File: src/rtl/cpu_ctrl_pkg.sv
// Shared definitions for the accumulator computer run controller:
// sequencer states, default widths and instruction field positions.
package cpu_ctrl_pkg;

    localparam int DEF_ADDR_W  = 4;
    localparam int DEF_INSTR_W = 9;
    localparam int DEF_CNT_W   = 16;

    // Instruction layout seen by the datapath decoder: opcode on top,
    // operand/address field below it.
    localparam int OPC_HI = 8;
    localparam int OPC_LO = 5;
    localparam int ARG_HI = 4;
    localparam int ARG_LO = 0;

    typedef enum logic [1:0] {
        ST_IDLE  = 2'd0,
        ST_FETCH = 2'd1,
        ST_EXEC  = 2'd2,
        ST_HALT  = 2'd3
    } state_t;

endpackage

File: src/rtl/cpu_run_ctrl.sv
// Run/step/breakpoint sequencer: owns pc and ir, issues one exec_en
// per instruction and counts retired instructions (saturating).
module cpu_run_ctrl
    import cpu_ctrl_pkg::*;
#(
    parameter int ADDR_W  = DEF_ADDR_W,
    parameter int INSTR_W = DEF_INSTR_W,
    parameter int CNT_W   = DEF_CNT_W
) (
    input  logic               clk,
    input  logic               rst_n,
    input  logic               start,
    input  logic               step,
    input  logic               halt_req,
    input  logic               bp_en,
    input  logic [ADDR_W-1:0]  bp_addr,
    input  logic [INSTR_W-1:0] im_data,
    output logic [ADDR_W-1:0]  pc,
    output logic [INSTR_W-1:0] ir,
    output logic               exec_en,
    output logic               busy,
    output logic               halted,
    output logic               bp_hit,
    output logic [CNT_W-1:0]   retired
);

    state_t state;
    state_t state_nx;
    logic   run_mode;
    logic   bp_skip;
    logic   bp_match;
    logic   go;

    // A fresh resume skips the breakpoint once so the stopped
    // instruction itself can execute.
    assign bp_match = bp_en && (pc == bp_addr) && !bp_skip;
    assign go       = !halt_req && (step || start);

    // State register.
    always_ff @(posedge clk or negedge rst_n) begin
        if (!rst_n) begin
            state <= ST_IDLE;
        end else begin
            state <= state_nx;
        end
    end

    // Next-state decode; halt_req outranks step, step outranks start.
    always_comb begin
        state_nx = state;
        unique case (state)
            ST_IDLE, ST_HALT: begin
                if (go) state_nx = ST_FETCH;
            end
            ST_FETCH: begin
                if (halt_req)      state_nx = ST_HALT;
                else if (bp_match) state_nx = ST_HALT;
                else               state_nx = ST_EXEC;
            end
            ST_EXEC: begin
                if (halt_req || !run_mode) state_nx = ST_HALT;
                else                       state_nx = ST_FETCH;
            end
            default: state_nx = ST_IDLE;
        endcase
    end

    // Status outputs decode straight from the state register.
    always_comb begin
        exec_en = (state == ST_EXEC);
        busy    = (state == ST_FETCH) || (state == ST_EXEC);
        halted  = (state == ST_HALT);
    end

    // Sequencer datapath: pc, ir, mode flags, breakpoint status, counter.
    always_ff @(posedge clk or negedge rst_n) begin
        if (!rst_n) begin
            pc       <= '0;
            ir       <= '0;
            run_mode <= 1'b0;
            bp_skip  <= 1'b0;
            bp_hit   <= 1'b0;
            retired  <= '0;
        end else begin
            unique case (state)
                ST_IDLE, ST_HALT: begin
                    if (go) begin
                        run_mode <= !step;
                        bp_skip  <= 1'b1;
                        bp_hit   <= 1'b0;
                    end
                end
                ST_FETCH: begin
                    if (!halt_req) begin
                        if (bp_match) begin
                            bp_hit <= 1'b1;
                        end else begin
                            ir      <= im_data;
                            bp_skip <= 1'b0;
                        end
                    end
                end
                ST_EXEC: begin
                    pc <= pc + 1'b1;
                    if (retired != {CNT_W{1'b1}}) begin
                        retired <= retired + 1'b1;
                    end
                end
                default: ;
            endcase
        end
    end

endmodule

File: config.mk
export PLATFORM = sky130hd
export DESIGN_NAME = cpu_run_ctrl
export DESIGN_NICKNAME = d
export VERILOG_FILES = /design/src/rtl/cpu_ctrl_pkg.sv /design/src/rtl/cpu_run_ctrl.sv
export SDC_FILE = /design/constraint.sdc
export NUM_CORES = 1
export LEC_CHECK = 0
export CAP_MARGIN = 15
export CORE_ASPECT_RATIO = 1.1
export CORE_MARGIN = 2
export CORE_UTILIZATION = 40
export CTS_CLUSTER_SIZE = 20
export DETAILED_ROUTE_END_ITERATION = 10
export GPL_TIMING_DRIVEN = 0
export PLACE_DENSITY = 0.71
export SLEW_MARGIN = 20
export SYNTH_ARGS = -nofsm -noshare
export SYNTH_HDL_FRONTEND = slang
export SYNTH_SLANG_ARGS = --single-unit
File: constraint.sdc
create_clock -name clk -period 1.9 [get_ports clk]
set_clock_uncertainty 0.05 [all_clocks]
set_input_delay 0.38 -clock clk [delete_from_list [all_inputs] [get_ports clk]]
set_output_delay 0.38 -clock clk [all_outputs]
set_load 0.02 [all_outputs]
---- Yosys cells after proc, flatten, opt, wreduce, memory -nomap -nowiden ----
Index checks and enable logic that the tools add are counted.
cells by class
  $add $sub $neg .......................... 2
  equality and inequality tests ........... 9
  multiplexer cells ....................... 13
  bitwise gates (word level) .............. 2
  reductions and logical operators ........ 18
operators with widths
  kind                                           number
  adder 16 x 1 -> 16 bit, second input constant  1
  inequality test 16 bit, second input constant  1
  two-way mux 1 bit                              8
  inequality test 2 bit, second input constant   4
  AND reduction 4 bit                            2
  case mux 2 bit (3 select lines)                1
  adder 4 x 1 -> 4 bit, second input constant    1
  == test 2 bit, second input constant           2
  == test 4 bit                                  1
  logical NOT 1 bit                              4
  two-way mux 2 bit                              2
  case mux 1 bit (2 select lines)                2
  AND reduction 2 bit                            2
  logical AND 1 bit                              3
  logical OR 1 bit                               3
  AND reduction 3 bit                            1
  == test 2 x 1 -> 1 bit, second input constant  1
  logical NOT 2 bit                              1
  inverter 1 bit                                 2
  nonzero test 2 bit                             1
  OR reduction 2 bit                             1
word-level totals
  bits in registers ....................... 34
  input bits .............................. 19
  output and inout port bits .............. 33
  word-level logic and storage cells ...... 51

---- Logic depth before layout (Yosys ltp) ----
Gate-level depths: netlist of run 1.
  depth in word-level cells ............... 6
  gate-level depth with buffers ........... 7
  mapped depth without buffers ............ 6

---- Worst setup path after synthesis of run 1 ----
Ideal clock, no wire load.
  path kind ............................... register -> register
  start point ............................. register state[0]
  end point ............................... register retired[14]
  setup time .............................. 0.088 ns
  data arrival time ....................... 1.753 ns
  required time ........................... 1.762 ns
  path slack .............................. 0.008 ns
  stages on the path, launching flop included .. 8
  path buffers ............................ 1
  period minus slack after synthesis ...... 1.892 ns
  cell sequence ........................... dfrtp_1 inv_1 ha_1 buf_2 nand2_1 nor4_1 a31oi_1 a41oi_1
on the way
  word-level cells in the longest chain between the ends .. 2
RTL lines
  item                                  RTL line             source
  from (decl)                           cpu_run_ctrl.sv:27   state_t state;
  from (signal assigned)                cpu_run_ctrl.sv:44   state <= state_nx;
  == test 2 bit                         --
  via exec_en                           cpu_run_ctrl.sv:20   output logic exec_en,
  AND reduction 2 bit (no source line)  --
  to (signal assigned)                  cpu_run_ctrl.sv:106  retired <= retired + 1'b1;
  to (decl)                             cpu_run_ctrl.sv:24   output logic [CNT_W-1:0] retired
The timed path passes the listed nets, and every way through them passes these cells.
A chain may end at the register's enable or synchronous reset.

---- Worst setup path after layout of run 1 ----
  start point ............................. register retired[13]
  end point ............................... output port retired[13]
No word-level cell between the ends.

==> results of run 1 <==
-- synth_stat cells (all sizes together) (2+ instances only) --
| cell | count |
|---|---|
| nand2 | 10 |
| nor3b | 2 |
| xnor2 | 7 |
| a41oi | 3 |
| o21ai | 2 |
| ha | 5 |
| nand3 | 7 |
| nand4 | 4 |
| dfrtp | 34 |
| and3 | 2 |
| nor3 | 6 |
| nor2 | 5 |
| nor4 | 3 |
| mux2 | 11 |
| inv | 5 |
| a21oi | 9 |
| xor2 | 11 |
-- power by group --
part           internal [W]  switching (W)
registers          0.000977       0.000238
logic              0.000810       0.000830
clock network      0.000292       0.000252
total               0.00208        0.00132
-- stage by stage --
step	hold slack, ns	util (%)
after floorplan	0.0344	-
after global placement	0.438	56.0
after detailed placement	0.213	56.4
after CTS	0.446	59.2
after global routing	0.464	61.0
final	0.455	61.0
-- kinds of logic (layout without fill, tap and decap cells) --
logic type,Yosys count,after routing,synth area share (%)
buf+inv,6,67,1.46
compound gates,22,22,9.16
flops,34,34,52.3
simple gates,43,43,15.1
mux,12,12,8.46
fa+ha+maj,5,5,3.85
xor+xnor,18,18,9.69
-- flip-flops by register name (all words and copies together) (netlist names) --
register	count
bp_hit	1
bp_skip	1
ir	9
pc	4
retired	16
run_mode	1
state	2
-- routing by layer --
metal	GRT usage (%)	up-vias	share of wire [%]
met5	0	-	0
met4	8.51	0	2.1
met3	4.29	9	6.4
met2	30.0	53	51
met1	20.6	674	40
li1	-	632	-
-- area by class of cell --
type / count / area [um2]
plain buffers: 1 / 7.51
clock buffers: 7 / 86.3
clock inverters: 1 / 5.00
fillers: 331 / 1540
inverters: 5 / 18.8
multi-input cells: 100 / 828
flip-flops and latches: 34 / 853
well taps: 52 / 65.1
repair buffers: 53 / 534
-- repair_timing --
item | CTS | global route
gates resized for setup | 7 | 18
pin swaps | 0 | 1
setup endpoints to repair | 8 | 24
hold endpoints to repair | 9 | 0
cloned | 0 | 0
setup buffers | 0 | 0
hold buffers | 1 | 0
-- worst min-delay path by stage --
stage | from | endpoint
2_1_floorplan | rst_n | bp_hit
6_report | ir[4] | ir[4]
5_1_grt | rst_n | ir[1]
3_5_place_dp | rst_n | ir[1]
4_1_cts | rst_n | ir[1]
3_3_place_gp | ir[6] | ir[6]
==> impl_metrics.py, run 1 <==
metrics = {
    "worst_setup_path": {
        "worst_r2r_path_depth": 5,
        "timing.critical_path.to_type": "output pin",
        "cp_slowest_stage_delay_ns": 0.65,
        "setup.worst_path.class": "flip-flop to output pin",
        "cp.arrival_ns": 1.40,
        "cp_slowest_cell": "sky130_fd_sc_hd__clkdlybuf4s50_1",
        "timing.critical_path.required_ns": 1.47,
        "worstPathMaxFanout": 7,
        "cp_buf_inv_count": 1,
        "crit-reg2reg-capture": "retired[1]",
        "critical_path.startpoint_type": "flip-flop",
        "reg2reg_setup_slack_ns": 0.07,
        "critical_path.endpoint": "retired[13]",
        "critPathTopFamily": "buffers and inverters",
        "crit_path_start": "retired[13]",
        "timing.critical_path.cells": "clkdlybuf4s50_1",
        "total_stage_count_of_the_critical_path": 1,
        "timing.rr.start": "retired[1]",
    },
    "layout": {
        "layout.cells.non_filler": 253,
        "mostFrequentLayoutCell": "sky130_fd_sc_hd__clkdlybuf4s50_1",
        "final_area_um2": 2400,
        "synthToLayoutAreaGrowth_pct": 47.5,
        "fraction_of_layout_instances_using_a_drive_strength_above_1_pct": 21.4,
        "layout.cells.most_common_list": "46 x sky130_fd_sc_hd__clkdlybuf4s50_1, 32 x sky130_fd_sc_hd__dfrtp_1, 11 x sky130_fd_sc_hd__xor2_1, 10 x sky130_fd_sc_hd__mux2_2, 9 x sky130_fd_sc_hd__nand2_1",
        "num_antenna_cells": 0,
        "num-nets-final": 224,
    },
    "routing": {
        "vias_per_cell": 5.41,
        "drtIter0Drc": 68,
        "final_antenna_net_count": 0,
        "routedWlPerCell_um": 14.7,
        "drt-total-wl_mm": 3.72,
        "route.detailed.drc": 0,
        "drt-pass1-iter-count": 5,
        "vias": 1368,
    },
    "die": {
        "die_area_um2": 4590,
        "initial_core_util_pct": 41.3,
        "die_width_um": 64.8,
        "pin_count": 52,
        "floorplan.core_area_um2": 3930,
        "floorplan.rows": 24,
        "die_h_um": 70.9,
    },
    "synthesis": {
        "ys_warn_count": 0,
        "synth.distinct_cells": 36,
        "syn-cell-area_um2": 1630,
        "synth.top_cell.area_share_pct": 52.3,
        "synth_top_flop_cell": "sky130_fd_sc_hd__dfrtp_1",
        "synth_sequential_area_ratio_pct": 52.3,
        "mappedNetlistNets": 164,
        "synthArstFlopShare_pct": 100,
        "post_synthesis_average_cell_area_um2": 11.6,
        "synth_top_cells_by_area": "sky130_fd_sc_hd__dfrtp_1 52%, sky130_fd_sc_hd__mux2_2 6.9%, sky130_fd_sc_hd__xor2_1 5.9%",
        "gate_count_after_technology_mapping": 140,
        "synth_area_leader_cell": "sky130_fd_sc_hd__dfrtp_1",
        "synth-edff-count": 0,
        "ys_seq_elements": 34,
    },
    "pwr": {
        "post-layout-total-power_w": 0.00340,
        "pwr_density_cell_nw_per_um2": 1420,
        "peakVddDrop_mv": 0.603,
        "leakage_nw": 1.03,
    },
    "timing": {
        "clock.fmax_ghz": 0.545,
        "final_min_period_over_clock_period_pct": 96.5,
        "layout_setup_ws_ns": 0.0664,
        "worst-slew-pin-transition_ns": 0.502,
        "slew_viol_final": 0,
        "timing.max_slew.rel_slack_pct": 66.3,
        "timing.setup.tns_ns": 0,
        "hold_violations": 0,
        "finalCriticalPeriod_ns": 1.83,
        "setup-violations-final": 0,
    },
    "grt": {
        "gr-usage-all-layers_pct": 17.6,
        "grt_overflow": 0,
        "grt_max_degree": 26,
        "grt_pass1_vias": 1426,
        "grt_antenna_before_repair": 0,
        "global_route_wire_length_before_repair_mm": 6.30,
    },
    "clocking": {
        "cts_tree": "done",
        "htree_levels": 2,
        "cts_root_buffer": "sky130_fd_sc_hd__clkbuf_8",
        "clkSinkCount": 34,
        "clk_pin_slew_ns": 0.06,
        "max-clock-path-buffers": 2,
        "clk-insertion-delay-late_ns": 0.28,
        "number_of_buffers_added_by_the_clock_tree_synthesis_step": 5,
    },
    "place": {
        "placement.cell_area_um2": 2220,
        "place.gp.congestion": 0.812,
        "io_buffer_count": 51,
        "dp_worst_setup_slack_ns": -0.248,
        "hpwl_mm": 2.72,
        "count_of_placed_standard_cells_including_taps": 244,
    },
    "run_status": {
        "run_status": "completed",
    },
    "run": {
        "max_cap_violations": 0,
    },
    "hold_path": {
        "hold_depth": 1,
        "min-delay-path-class": "flip-flop to flip-flop",
    },
}
No activity file was read; power rests on OpenSTA's default activity.
==> run 2: changes to the inputs <==
--- a/config.mk
+++ b/config.mk
@@ -13,6 +13,7 @@
 export DETAILED_ROUTE_END_ITERATION = 10
 export GPL_TIMING_DRIVEN = 0
 export PLACE_DENSITY = 0.71
+export RECOVER_POWER = 100
 export SLEW_MARGIN = 20
 export SYNTH_ARGS = -nofsm -noshare
 export SYNTH_HDL_FRONTEND = slang
==> impl_metrics.py, run 2 (synthesis results as in run 1) <==
metrics = {
    "place": {
        "place.gp.congestion": 0.812,
        "placement.cell_area_um2": 2220,
        "hpwl_mm": 2.72,
        "io_buffer_count": 51,
    },
    "routing": {
        "drt-pass1-iter-count": 4,
        "vias_per_cell": 5.35,
        "amount_of_wire_on_met3_after_detailed_routing_um": 226,
        "drt-total-wl_mm": 3.72,
        "drtIter0Drc": 66,
        "route.detailed.drc": 0,
        "detail_route.wirelength.met1_mm": 1.51,
        "vias": 1353,
        "final_antenna_net_count": 0,
        "met2_length_mm": 1.90,
        "routedWlPerCell_um": 14.7,
        "dr.max_layer_used": "met4",
    },
    "worst_setup_path": {
        "worstPathMaxFanout": 7,
        "timing.critical_path.cells": "clkdlybuf4s50_1",
        "setup.worst_path.class": "flip-flop to output pin",
        "worst_r2r_path_depth": 5,
        "cp_slowest_cell": "sky130_fd_sc_hd__clkdlybuf4s50_1",
        "timing.rr.start": "retired[1]",
        "timing.critical_path.required_ns": 1.47,
        "critical_path.startpoint_type": "flip-flop",
        "cp_slowest_stage_delay_ns": 0.66,
        "cp_buf_inv_count": 1,
        "timing.critical_path.to_type": "output pin",
        "reg2reg_setup_slack_ns": 0.07,
        "crit-reg2reg-capture": "retired[1]",
        "cp.arrival_ns": 1.41,
        "critPathTopFamily": "buffers and inverters",
    },
    "layout": {
        "num-nets-final": 224,
        "final_core_util_pct": 60.5,
        "synthToLayoutAreaGrowth_pct": 46.3,
        "final_area_um2": 2380,
        "fraction_of_layout_instances_using_a_drive_strength_above_1_pct": 20.9,
        "register_bank_with_the_most_flops": "retired",
        "mostFrequentLayoutCell": "sky130_fd_sc_hd__clkdlybuf4s50_1",
        "largest_register_ff_count": 16,
        "layout.cells.most_common_list": "42 x sky130_fd_sc_hd__clkdlybuf4s50_1, 32 x sky130_fd_sc_hd__dfrtp_1, 11 x sky130_fd_sc_hd__xor2_1, 10 x sky130_fd_sc_hd__mux2_2, 9 x sky130_fd_sc_hd__nand2_1",
        "largestRegisters": "retired x16, ir x9, pc x4",
        "num_antenna_cells": 0,
    },
    "hold_path": {
        "holdCritStartpoint": "ir[4]",
        "holdPathEnd": "ir[4]",
        "hold_depth": 1,
        "min-delay-path-class": "flip-flop to flip-flop",
    },
    "pwr": {
        "pwr_density_cell_nw_per_um2": 1420,
        "peakVddDrop_mv": 0.601,
        "leakage_nw": 0.993,
        "post-layout-total-power_w": 0.00337,
    },
    "clocking": {
        "postCtsSetupBuffers": 0,
        "clk_pin_slew_ns": 0.06,
        "cts_root_buffer": "sky130_fd_sc_hd__clkbuf_8",
        "htree_levels": 2,
        "clk-insertion-delay-late_ns": 0.28,
        "clkSinkCount": 34,
        "cts_tree": "done",
        "max-clock-path-buffers": 2,
        "number_of_buffers_added_by_the_clock_tree_synthesis_step": 5,
    },
    "die": {
        "floorplan.core_area_um2": 3930,
        "die_area_um2": 4590,
        "die_h_um": 70.9,
        "initial_core_util_pct": 41.3,
        "die_width_um": 64.8,
        "floorplan.rows": 24,
        "pin_count": 52,
    },
    "timing": {
        "timing.max_slew.rel_slack_pct": 59.0,
        "finalCriticalPeriod_ns": 1.84,
        "hold_violations": 0,
        "worst-slew-pin-transition_ns": 0.615,
        "slew_viol_final": 0,
        "clock.fmax_ghz": 0.544,
        "timing.setup.tns_ns": 0,
        "final_min_period_over_clock_period_pct": 96.8,
        "setup-violations-final": 0,
        "whs_ns": 0.449,
    },
    "grt": {
        "grt_max_degree": 26,
        "gr-usage-all-layers_pct": 17.6,
        "grt_antenna_before_repair": 0,
        "grt_overflow": 0,
        "grt_pass1_vias": 1426,
        "global_route_wire_length_before_repair_mm": 6.30,
    },
    "run_status": {
        "run_status": "completed",
    },
    "run": {
        "max_cap_violations": 0,
    },
}
run 2: power by group:
group | internal (W) | leakage (nW) | switching, W | total (W)
Sequential | 0.000977 | 0.426 | 0.000236 | 0.00121
Clock | 0.000292 | 0.0482 | 0.000251 | 0.000543
Combinational | 0.000787 | 0.519 | 0.000831 | 0.00162
run 2: routing by layer:
metal	track usage [%]	up-vias
met3	4.29	7
met4	8.51	0
met1	20.6	666
met5	0	-
li1	-	633
met2	30.0	47
run 2: layout make-up:
type                    instances  area (um2)
fillers                       333        1550
flip-flops and latches         34         853
multi-input cells             100         828
repair buffers                 53         515
clock buffers                   7        86.3
well taps                      52        65.1
inverters                       5        18.8
plain buffers                   1        7.51
clock inverters                 1        5.00
run 2: worst max-delay path by stage:
stage	startpoint	to	cells after the start	slack, ns
global placement	rst_n	retired[11]	1	-0.27
floorplan	state[0]	retired[14]	7	0.008
detailed placement	bp_addr[1]	ir[8]	5	-0.25
global route	retired[1]	retired[1]	5	-0.02
finish	retired[13]	retired[13]	1	0.06
CTS	state[0]	busy	4	-0.03
run 2: what timing repair did:
item	in CTS	in global routing
hold buffers	1	0
endpoints found under the hold margin	9	0
gates resized for setup	7	18
pin swaps	0	1
setup endpoints to repair	8	24
run 2: through the flow:
step                      instances  setup WS [ns]
after detailed placement        244         -0.248
after global placement          243         -0.273
final                           253         0.0601
after global routing            253        -0.0166
after floorplan                 140        0.00846
after CTS                       253        -0.0265
==> RTL edit (flow settings as in run 2) <==
Set the package constant `DEF_CNT_W` to 24 (it was 16).
--- a/src/rtl/cpu_ctrl_pkg.sv
+++ b/src/rtl/cpu_ctrl_pkg.sv
@@ -4,7 +4,7 @@
 
     localparam int DEF_ADDR_W  = 4;
     localparam int DEF_INSTR_W = 9;
-    localparam int DEF_CNT_W   = 16;
+    localparam int DEF_CNT_W   = 24;
 
     // Instruction layout seen by the datapath decoder: opcode on top,
     // operand/address field below it.
Ports: changed (resized retired); port bits go from 52 to 60. The function was not compared with the original's and may differ.
==> RTL edit against run 2 <==
Total power increased by 8.6%; worst hold slack worse by 0.0037 ns; cell area increased by 19%; register-to-register slack better by 0.06 ns; final cell count is 19% higher; wire length up 9.0%; setup slack got worse by 0.0057 ns; maximum frequency decreased by 0.31%; critical path type unchanged; sequential cell count grew 8; synthesized area up 24%.
==> RTL edit: results (changes against run 2) <==
----------------------------------------------------
[Yosys]
  Top cells by count, synth ... dfrtp_1, xnor2_1, nand2_1
  Proportion of synthesized chip area in sequential cells ... 51.9% (-0.36 points)
  Post-synth cell types ... 31 (-14%)
  Avg Inst Size Synth ... 11.8 µm² (+1.2%)
  Synthesized net count ... 196 (+20%)
  Biggest area contributors in the synthesized netlist ... dfrtp_1, xnor2_1, mux2_2

[Power]
  Maximum resistive drop on vdd ... 0.636 mV (+5.8%)
  Static leakage ... 1.25 nW (+25%)

[Placed design]
  Input/output buffers ... 59 (+16%)
  Post-placement setup slack ... -0.242 ns (+0.00605 ns)
  Total half-perimeter wirelength after legalization and detailed placement ... 2.95 mm (+8.5%)
  Weighted congestion reported at the end of routability-driven placement ... 0.709 (-13%)
  Post-place instance area ... 0.00270 mm² (+22%)
  Number of cells in the design after placement ... 290 (+19%)

[Detailed routing]
  Final wirelength ... 4.05 mm (+9.0%)
  DRT iter0 DRCs ... 74 (+12%)
  Overall via count from detail_route ... 1,521 (+12%)
  Routed len/inst ... 13.5 µm (-8.1%)

[Critical path]
  R2R setup slack ... 0.13 ns (+0.06 ns)
  Worst Path Max Fanout ... 5 (-2)
  Largest stage delay on the critical path ... 0.66 ns (about the same)

[Cells and area]
  Share of cells above drive strength 1 ... 14.9% (-6.0 points)
  Final Net Count ... 266 (+19%)

[Timing]
  Worst slew slack as a fraction of its limit ... 39.3% (-20 points)
  Ratio of final minimum period to clock period ... 97.1% (+0.30 points)

[Global route]
  Pin count of the biggest net entering global routing ... 28 (+7.7%)
  Wire length of the first global-routing pass ... 6.73 mm (+6.8%)
  Global Route Usage Sum ... 15.3% (-2.3 points)
  Number of global-route vias before repair ... 1,442 (+1.1%)

[Clocking]
  Clock tree buffer depth ... 2 (unchanged)
  TritonCTS buffer count ... 5 (unchanged)

[Run status]
  Status ... completed

----------------------------------------------------
## RTL edit: kinds of logic after synthesis
kind of cell	synth area share [%]
simple gates	18.7
xor+xnor	12.1
flops	51.9
mux	6.06
compound gates	6.49
fa+ha+maj	3.09
buf+inv	1.61
## RTL edit: final timing paths
path                                    startpoint                 endpoint
setup / recovery            retired[5]$_DFFE_PN0P_               retired[5]
hold / removal             retired[20]$_DFFE_PN0P_  retired[20]$_DFFE_PN0P_
min in group asynchronous                    rst_n  retired[10]$_DFFE_PN0P_
max in group asynchronous                    rst_n        pc[1]$_DFFE_PN0P_
setup reg to reg           retired[17]$_DFFE_PN0P_  retired[23]$_DFFE_PN0P_
hold reg to reg            retired[20]$_DFFE_PN0P_  retired[20]$_DFFE_PN0P_
## RTL edit: layout make-up
type	instances	area [µm²]
tap	58	72.6
buffer	1	13.8
multi-input combinational	124	955
clock inverter	1	30.0
fill	452	2090
clock buffer	6	82.6
sequential	42	1050
inverter	5	18.8
timing repair buffer	63	616
## RTL edit: report_power, final
group	internal [mW]	switching, mW	leakage (nW)
Sequential	1.14	0.229	0.542
Combinational	0.795	0.803	0.647
Clock	0.420	0.281	0.0573
## RTL edit: routing by layer
layer / vias up / track usage (%) / part of all wire (%)
li1: 754 / - / -
met1: 717 / 19.9 / 45
met2: 46 / 24.7 / 48
met3: 4 / 4.36 / 5.8
met4: 0 / 4.53 / 0.86
met5: - / 0 / 0
## RTL edit: worst register-to-register path: cells and delay by family (launching register included)
kind | cells | cell delay (ns)
AND/OR/NAND/NOR | 3 | 0.64
AO/OA/AOI/OAI | 1 | 0.45
flip-flops | 1 | 0.44
XOR/XNOR | 1 | 0.12
## RTL edit: timing repair
item                                   4_1_cts  5_1_grt
setup endpoints to repair                    3       12
endpoints found under the hold margin       15        0
setup buffers                                0        2
resized for setup                            7        4
hold buffers                                 1        0
gates cloned                                 0        0
## RTL edit: stage by stage
step	util, %	hold slack [ns]
5_1_grt	57.6	0.468
3_5_place_dp	54.8	0.281
4_1_cts	57.5	0.456
2_1_floorplan	-	0.0344
3_3_place_gp	54.5	0.439
6_report	57.6	0.445
